[config.mk]
export PLATFORM = sky130hd
export DESIGN_NAME = up_down_count_core
export DESIGN_NICKNAME = d
export VERILOG_FILES = /design/src/rtl/counter_pkg.sv /design/src/rtl/btn_debounce.sv /design/src/rtl/up_down_count_core.sv
export SDC_FILE = /design/constraint.sdc
export NUM_CORES = 1
export LEC_CHECK = 0
export CAP_MARGIN = 25
export CORE_MARGIN = 4
export CORE_UTILIZATION = 40
export DETAILED_ROUTE_END_ITERATION = 7
export PLACE_DENSITY = 0.59
export SKIP_CTS_REPAIR_TIMING = 1
export SLEW_MARGIN = 40
export SYNTH_ARGS = -nofsm -noshare
export SYNTH_HDL_FRONTEND = slang
export SYNTH_SLANG_ARGS = --single-unit
[constraint.sdc]
create_clock -name clk -period 3.38 [get_ports clk]
set_clock_uncertainty 0.2 [all_clocks]
set_input_delay 0.507 -clock clk [delete_from_list [all_inputs] [get_ports clk]]
set_output_delay 0.507 -clock clk [all_outputs]
set_load 0.01 [all_outputs]
[src/rtl/counter_pkg.sv]
// ------------------------------------------------------------------
// counter_pkg: shared count width, bounds and step encoding. Rev 1.0
// ------------------------------------------------------------------
`default_nettype none

package counter_pkg;

  localparam int COUNT_W = 4;
  localparam logic [COUNT_W-1:0] COUNT_MAX = 4'hF;
  localparam logic [COUNT_W-1:0] COUNT_MIN = 4'h0;

  typedef enum logic [1:0] {
    STEP_NONE = 2'd0,
    STEP_UP   = 2'd1,
    STEP_DOWN = 2'd2
  } step_e;

endpackage

`default_nettype wire

[src/rtl/btn_debounce.sv]
// ------------------------------------------------------------------
// btn_debounce: 2-flop sync, stable-level debouncer, press pulse. Rev 1.0
// ------------------------------------------------------------------
`default_nettype none

module btn_debounce #(
  parameter int DB_CYCLES = 500000
) (
  input  logic clk,
  input  logic rst_n,
  input  logic btn_raw,
  output logic press
);

  localparam int CNT_W = (DB_CYCLES > 1) ? $clog2(DB_CYCLES) : 1;
  localparam logic [CNT_W-1:0] CNT_LAST = CNT_W'(DB_CYCLES - 1);

  logic             sync1_q;
  logic             sync2_q;
  logic [1:0]       valid_q;
  logic             armed_q;
  logic             level_q;
  logic             level_d;
  logic             prev_q;
  logic [CNT_W-1:0] cnt_q;
  logic [CNT_W-1:0] cnt_d;

  // Counter tracks the run of samples disagreeing with the accepted level.
  always_comb begin
    cnt_d   = cnt_q;
    level_d = level_q;
    if (sync2_q == level_q) begin
      cnt_d = '0;
    end else if (cnt_q == CNT_LAST) begin
      level_d = sync2_q;
      cnt_d   = '0;
    end else begin
      cnt_d = cnt_q + CNT_W'(1);
    end
  end

  always_ff @(posedge clk or negedge rst_n) begin
    if (!rst_n) begin
      sync1_q <= 1'b0;
      sync2_q <= 1'b0;
      valid_q <= 2'b00;
      armed_q <= 1'b0;
      level_q <= 1'b0;
      prev_q  <= 1'b0;
      cnt_q   <= '0;
    end else begin
      sync1_q <= btn_raw;
      sync2_q <= sync1_q;
      valid_q <= {valid_q[0], 1'b1};
      // A button held through reset must be seen released before it can press.
      if (valid_q[1] && !sync2_q) begin
        armed_q <= 1'b1;
      end
      level_q <= level_d;
      prev_q  <= level_q;
      cnt_q   <= cnt_d;
    end
  end

  assign press = level_q & ~prev_q & armed_q;

endmodule

`default_nettype wire

[src/rtl/up_down_count_core.sv]
// ------------------------------------------------------------------
// up_down_count_core: debounced manual/auto 4-bit up/down counter.
// COUNT_WRAP_EN defined: wrap at bounds, otherwise saturate. Rev 1.0
// ------------------------------------------------------------------
`default_nettype none

module up_down_count_core
  import counter_pkg::*;
#(
  parameter int TICK_DIV  = 50000000,
  parameter int DB_CYCLES = 500000
) (
  input  logic               clk,
  input  logic               rst_n,
  input  logic               btn_up,
  input  logic               btn_down,
  input  logic               clr,
  input  logic               auto_en,
  input  logic               dir,
  output logic [COUNT_W-1:0] count,
  output logic               tick,
  output logic               at_max,
  output logic               at_min
);

  localparam int PRE_W = (TICK_DIV > 1) ? $clog2(TICK_DIV) : 1;
  localparam logic [PRE_W-1:0] PRE_LAST = PRE_W'(TICK_DIV - 1);

`ifdef COUNT_WRAP_EN
  localparam logic [COUNT_W-1:0] UP_AT_MAX   = COUNT_MIN;
  localparam logic [COUNT_W-1:0] DOWN_AT_MIN = COUNT_MAX;
`else
  localparam logic [COUNT_W-1:0] UP_AT_MAX   = COUNT_MAX;
  localparam logic [COUNT_W-1:0] DOWN_AT_MIN = COUNT_MIN;
`endif

  logic               press_up;
  logic               press_down;
  logic [PRE_W-1:0]   presc_q;
  logic [PRE_W-1:0]   presc_d;
  logic               tick_q;
  logic               tick_d;
  logic [COUNT_W-1:0] count_q;
  logic [COUNT_W-1:0] count_d;
  step_e              step;

  btn_debounce #(.DB_CYCLES(DB_CYCLES)) u_db_up (
    .clk     (clk),
    .rst_n   (rst_n),
    .btn_raw (btn_up),
    .press   (press_up)
  );

  btn_debounce #(.DB_CYCLES(DB_CYCLES)) u_db_down (
    .clk     (clk),
    .rst_n   (rst_n),
    .btn_raw (btn_down),
    .press   (press_down)
  );

  always_comb begin
    presc_d = (presc_q == PRE_LAST) ? '0 : presc_q + PRE_W'(1);
    count_d = count_q;
    step    = STEP_NONE;
    // Any manual pulse, even a cancelling pair, blocks the auto step.
    if (press_up || press_down) begin
      if (press_up && !press_down) begin
        step = STEP_UP;
      end else if (press_down && !press_up) begin
        step = STEP_DOWN;
      end
    end else if (tick_q && auto_en) begin
      step = dir ? STEP_UP : STEP_DOWN;
    end
    unique case (step)
      STEP_UP:   count_d = (count_q == COUNT_MAX) ? UP_AT_MAX : count_q + COUNT_W'(1);
      STEP_DOWN: count_d = (count_q == COUNT_MIN) ? DOWN_AT_MIN : count_q - COUNT_W'(1);
      default:   count_d = count_q;
    endcase
    if (clr) begin
      count_d = COUNT_MIN;
      presc_d = '0;
    end
    tick_d = (presc_d == PRE_LAST);
  end

  always_ff @(posedge clk or negedge rst_n) begin
    if (!rst_n) begin
      presc_q <= '0;
      tick_q  <= 1'b0;
      count_q <= COUNT_MIN;
    end else begin
      presc_q <= presc_d;
      tick_q  <= tick_d;
      count_q <= count_d;
    end
  end

  assign count  = count_q;
  assign tick   = tick_q;
  assign at_max = (count_q == COUNT_MAX);
  assign at_min = (count_q == COUNT_MIN);

endmodule

`default_nettype wire
======== Word-level counts from Yosys, hierarchy flattened ========
Index checks and enable logic that the tools add are counted.
cells by class
  add/subtract/negate cells ............... 5
  equality and inequality tests ........... 9
  multiplexer cells ....................... 15
  bitwise logic cells ..................... 8
  reductions and logical operators ........ 14
operator list
  operator                 number
  $mux W19                 4
  $eq A26 B26 Y1 const B   2
  $mux W26                 2
  $add A19 B1 Y19 const B  2
  $eq A19 B19 Y1 const B   2
  $add A26 B1 Y26 const B  1
  $mux W4                  3
  $mux W2                  5
  $pmux W4 S2              1
  $logic_and A1 B1 Y1      5
  $add A4 B1 Y4 const B    1
  $and A1 B1 Y1            4
  $eq A4 B4 Y1 const B     1
  $logic_not A1 Y1         4
  $logic_not A4 Y1         1
  $not A1 Y1               4
  $reduce_and A2 Y1        2
  $sub A4 B1 Y4 const B    1
  $reduce_bool A3 Y1       1
  $eq A1 B1 Y1             2
  $eq A2 B1 Y1 const B     1
  $eq A2 B2 Y1 const B     1
  $logic_or A1 B1 Y1       1
storage, ports and cells
  register bits ........................... 83
  output and inout port bits .............. 7

======== Depth between registers and ports, before layout ========
  depth after elaboration ................. 11
  gate-level depth with buffers ........... 8

======== Cells and area by module ========
Synthesis repeated with hierarchy kept, for this count alone.
unflattened totals
  cells, all modules ...................... 448
  area, all modules ....................... 4,322.9 um2
modules (own cells, without submodules)
  module              instances  cells an instance  area each (um2)
  btn_debounce        2          114                1,167.4
  up_down_count_core  1          220                1,988.2

======== Worst setup path before layout ========
No wires, ideal clock.
  path type ............................... reg2reg
  from .................................... register presc_q[3]
  to ...................................... register tick_q (netlist: tick)
  setup time .............................. 95 ps
  data arrival time ....................... 1,989 ps
  data required time ...................... 3,085 ps
  slack ................................... 1,096 ps
  stages on the path, launching flop included .. 7
  clock period less this slack ............ 2,284 ps
  cells stage by stage .................... dfrtp_1 -> nand4_1 -> nor4_4 -> nand3_2 -> xor2_1 -> or4_4 -> nor4b_2
on the way
  longest elaborated chain between the ends .. 4
RTL lines
  item                                                      line                      source
  start: declaration                                        up_down_count_core.sv:39  logic [PRE_W-1:0] presc_q;
  start signal: assignment                                  up_down_count_core.sv:93  presc_q <= presc_d;
  $add A26 B1 Y26 / $eq A26 B26 Y1 (equally long branches)  up_down_count_core.sv:62  presc_d = (presc_q == PRE_LAST) ? '0 : presc_q + PRE_W'(1);
  $mux W26 (*)                                              up_down_count_core.sv:62
  $mux W26 (*)                                              up_down_count_core.sv:80  if (clr) begin
  $eq A26 B26 Y1 (*)                                        up_down_count_core.sv:84  tick_d = (presc_d == PRE_LAST);
  via tick_d                                                up_down_count_core.sv:42  logic tick_d;
  end signal: assignment                                    up_down_count_core.sv:94  tick_q <= tick_d;
  end: declaration                                          up_down_count_core.sv:41  logic tick_q;
The timed path passes the listed nets; every way through them passes the cells marked *.
A chain may end at the register's enable or synchronous reset.

======== Final worst setup path ========
  from .................................... register count_q[0] (netlist: count[0])
  to ...................................... output port at_min
on the way
  longest elaborated chain between the ends .. 1
RTL lines
  item                      line                       source
  start: declaration        up_down_count_core.sv:43   logic [COUNT_W-1:0] count_q;
  start signal: assignment  up_down_count_core.sv:95   count_q <= count_d;
  $logic_not A4 Y1          up_down_count_core.sv:102  assign at_min = (count_q == COUNT_MIN);
  end: declaration          up_down_count_core.sv:23   output logic at_min
No other way between the ends.

==> run summary <==
status - finished with violations
failing checks - negative hold slack
RSZ-0062 raised after global routing - no
area occupied by registers - 0.00203 mm^2
starting DRC count in detailed routing - 161
Crit Path Category - reg2out
first-pass GRT wire length - 13600 um
final setup violation count - 0
Static Leak - 1.89 nW
combinational share of power - 6.4%
Cell Area, Synth - 0.00407 mm^2
wl on met1 - 3670 um
DR top layer - met4
fin crit share - 84.8%
Period minus WS final - 2.87 ns
endpoint type of the worst setup path - primary output
Placer Congestion - 0.847
initial antenna violation count - 0
die height - 109 um
root buf cell - clkbuf_8
#FFs+latches synth - 81
Placed Instance Area - 0.00434 mm^2
cell count along the critical path - 4
post-synthesis cell type count - 46
WHS - -0.0318 ns
Tightest Pin Transition - 0.724 ns
Routed met2 length - 3570 um
CP max-delay cell - clkdlybuf4s50_1
total power draw - 0.00184 W
fin area - 0.00455 mm^2
CTS buffer count - 9
# H-tree levels - 3
Power Dens Cells - 405 mW/mm^2
Worst-path clk slew - 0.09 ns
DRC viols - 0
initial cell density of the core - 41.3%
Int Power - 0.00140 W
FF-to-FF setup slack - 0.88 ns
Remaining Overflow, GRT - 0
Worst Path Buf+Inv - 2
layout cells sized above 1 - 8.66%
die area - 0.0119 mm^2
CTS tree - done
endpoints failing hold - 14
crit-path max FO - 9
WL final - 7600 um
Hold WC Path Type - in2async
CTS Buffer Depth - 2
Rel. slew slack - 51.7%
switching power - 0.000444 W
Worst EP arrival - 2.16 ns
crit start category - flip-flop
Total GRT Usage - 14.6%
DP HPWL - 5260 um
clock power share - 39.0%
post-layout util - 46.1%
Core ar. - 0.00986 mm^2
Fmax achieved - 349 MHz
R2R depth - 6
CTS Sinks - 81
Setup TNS Final - 0 ns
Slew Viols, Final - 0
WP data required - 2.67 ns
P&R area growth vs syn - 11.6%
cells after synthesis - 419
share of the yosys chip area belonging to registers - 49.8%
max incr delay on CP - 0.62 ns
max cap viols - 0
vias per inst - 5.03
Avg Cell Area, Syn - 9.72 um^2
std cell rows - 36
Yosys warnings - 0
number of global-route vias before repair - 2931
Routed WL per cell - 13.3 um
Fillers - 922
reg-to-reg startpoint - presc_q[3]
largest net degree at the start of global routing - 82
delay-heaviest family, CP - buffers and inverters
Final ANT Viol Nets - 0
Pre-antenna DRT Iters - 4
final net count - 447
die width - 109 um
Reg power frac - 54.7%
critical-path cell list - inv_1, ha_1, nor3b_1, clkdlybuf4s50_1
routed length on met3 - 241 um
ant diodes - 0
switching share of power - 24.1%
worst skew pair latency - 0.36 ns
crit path from - count[0]
VDD IR max - 0.180 mV
I/O pin cnt - 14
area of the multi-input gates - 0.00195 mm^2
Synth Net Count - 432
routed vias - 2880
PortBufs - 13
[per-layer routing]
layer,vias up,GRT usage (%)
li1,1443,-
met1,1392,19.0
met2,35,23.1
met3,10,3.43
met4,0,6.22
met5,-,0
[per-stage QoR]
stage	cells	setup slack, ns
finish	572	0.512
detailed placement	556	0.877
global placement	556	0.939
CTS	572	0.534
floorplan	419	1.10
global route	572	0.401
[cell type report]
type	count	area share [%]
Clock buffer	10	3.03
Clock inverter	6	1.46
Inverter	13	1.07
Multi-Input combinational cell	314	43.0
Sequential cell	81	44.6
Tap cell	133	3.66
Timing Repair Buffer	15	3.22
[power groups by stage]
stage	clock network, W	registers [W]	logic (W)
finish	0.000718	0.00101	0.000117
global route	0.000787	0.00101	0.000135
CTS	0.000746	0.00101	0.000121
detailed placement	0	0.00103	0.000120
global placement	0	0.00102	0.000118
floorplan	0	0.00102	0.0000656
[state kept, by name, indices dropped and copies added (netlist names), 2 cells and up]
signal and flops:
u_db_up.cnt_q 19, u_db_down.valid_q 2, u_db_down.cnt_q 19, count 4, presc_q 26
[cell usage in the layout, fill, tap and decap left out, drive strengths merged, types with 2 or more instances in the layout]
cell type,instances
and3,7
nand2,32
xnor2,32
clkinv,4
mux2,3
buf,3
a31oi,2
a21o,2
nand3,23
mux2i,3
a21oi,5
or4,3
clkdlybuf4s50,12
dfrtp,81
nor3b,5
o31ai,4
nor4,7
or2,5
or3,4
nand3b,2
nor3,8
nand2b,4
and2,4
nor4b,4
inv,14
o21ai,6
xor2,30
clkbuf,10
and4,7
nand4,13
nor2,85
ha,6
[Yosys cell counts (all sizes together)]
| cell | instances | area, um^2 |
|---|---|---|
| or3 | 4 | 27.5 |
| and3 | 7 | 43.8 |
| ha | 6 | 75.1 |
| a211o | 1 | 8.76 |
| dfrtp | 81 | 2030 |
| xnor2 | 32 | 280 |
| conb | 1 | 3.75 |
| nand3b | 2 | 15.0 |
| o31ai | 4 | 30.0 |
| and2 | 4 | 26.3 |
| xor2 | 30 | 263 |
| nor4b | 4 | 41.3 |
| or2 | 5 | 31.3 |
| and3b | 1 | 8.76 |
| nand2b | 4 | 25.0 |
| a31oi | 2 | 12.5 |
| a31o | 1 | 8.76 |
| mux2 | 3 | 33.8 |
| nand4 | 13 | 96.3 |
| a222oi | 1 | 10.0 |
| a21oi | 5 | 25.0 |
| nor3 | 8 | 40.0 |
| o21ai | 6 | 30.0 |
| nor4bb | 1 | 10.0 |
| a21o | 2 | 15.0 |
| or4b | 1 | 10.0 |
| inv | 13 | 48.8 |
| and4 | 7 | 62.6 |
| nor3b | 5 | 37.5 |
| o211ai | 1 | 7.51 |
| buf | 2 | 10.0 |
| mux2i | 3 | 30.0 |
| nand3 | 23 | 120 |
| nor4 | 7 | 58.8 |
| nor2 | 85 | 319 |
| clkbuf | 9 | 33.8 |
| or4 | 3 | 26.3 |
| nand2 | 32 | 120 |
[cell families (layout without fill, tap and decap cells)]
family                     after synthesis  after routing  synth area share, %
adders and majority gates                6              6                 1.84
muxes                                    6              6                 1.57
buffers and inverters                   24             44                 2.27
DFF                                     81             81                 49.8
other                                    1              1               0.0921
AOI/OAI and AO/OA                       23             23                 3.63
and+or+nand+nor                        216            216                 27.5
xor gates and xnor gates                62             62                 13.3
[final timing paths]
check                                  endpoint
max                                      at_min
max reg2reg                                tick
min reg2reg                u_db_down.valid_q[1]
max in group asynchronous           presc_q[14]
min                          u_db_down.cnt_q[8]
min in group clk           u_db_down.valid_q[1]
No activity file was read; power rests on OpenSTA's default activity.
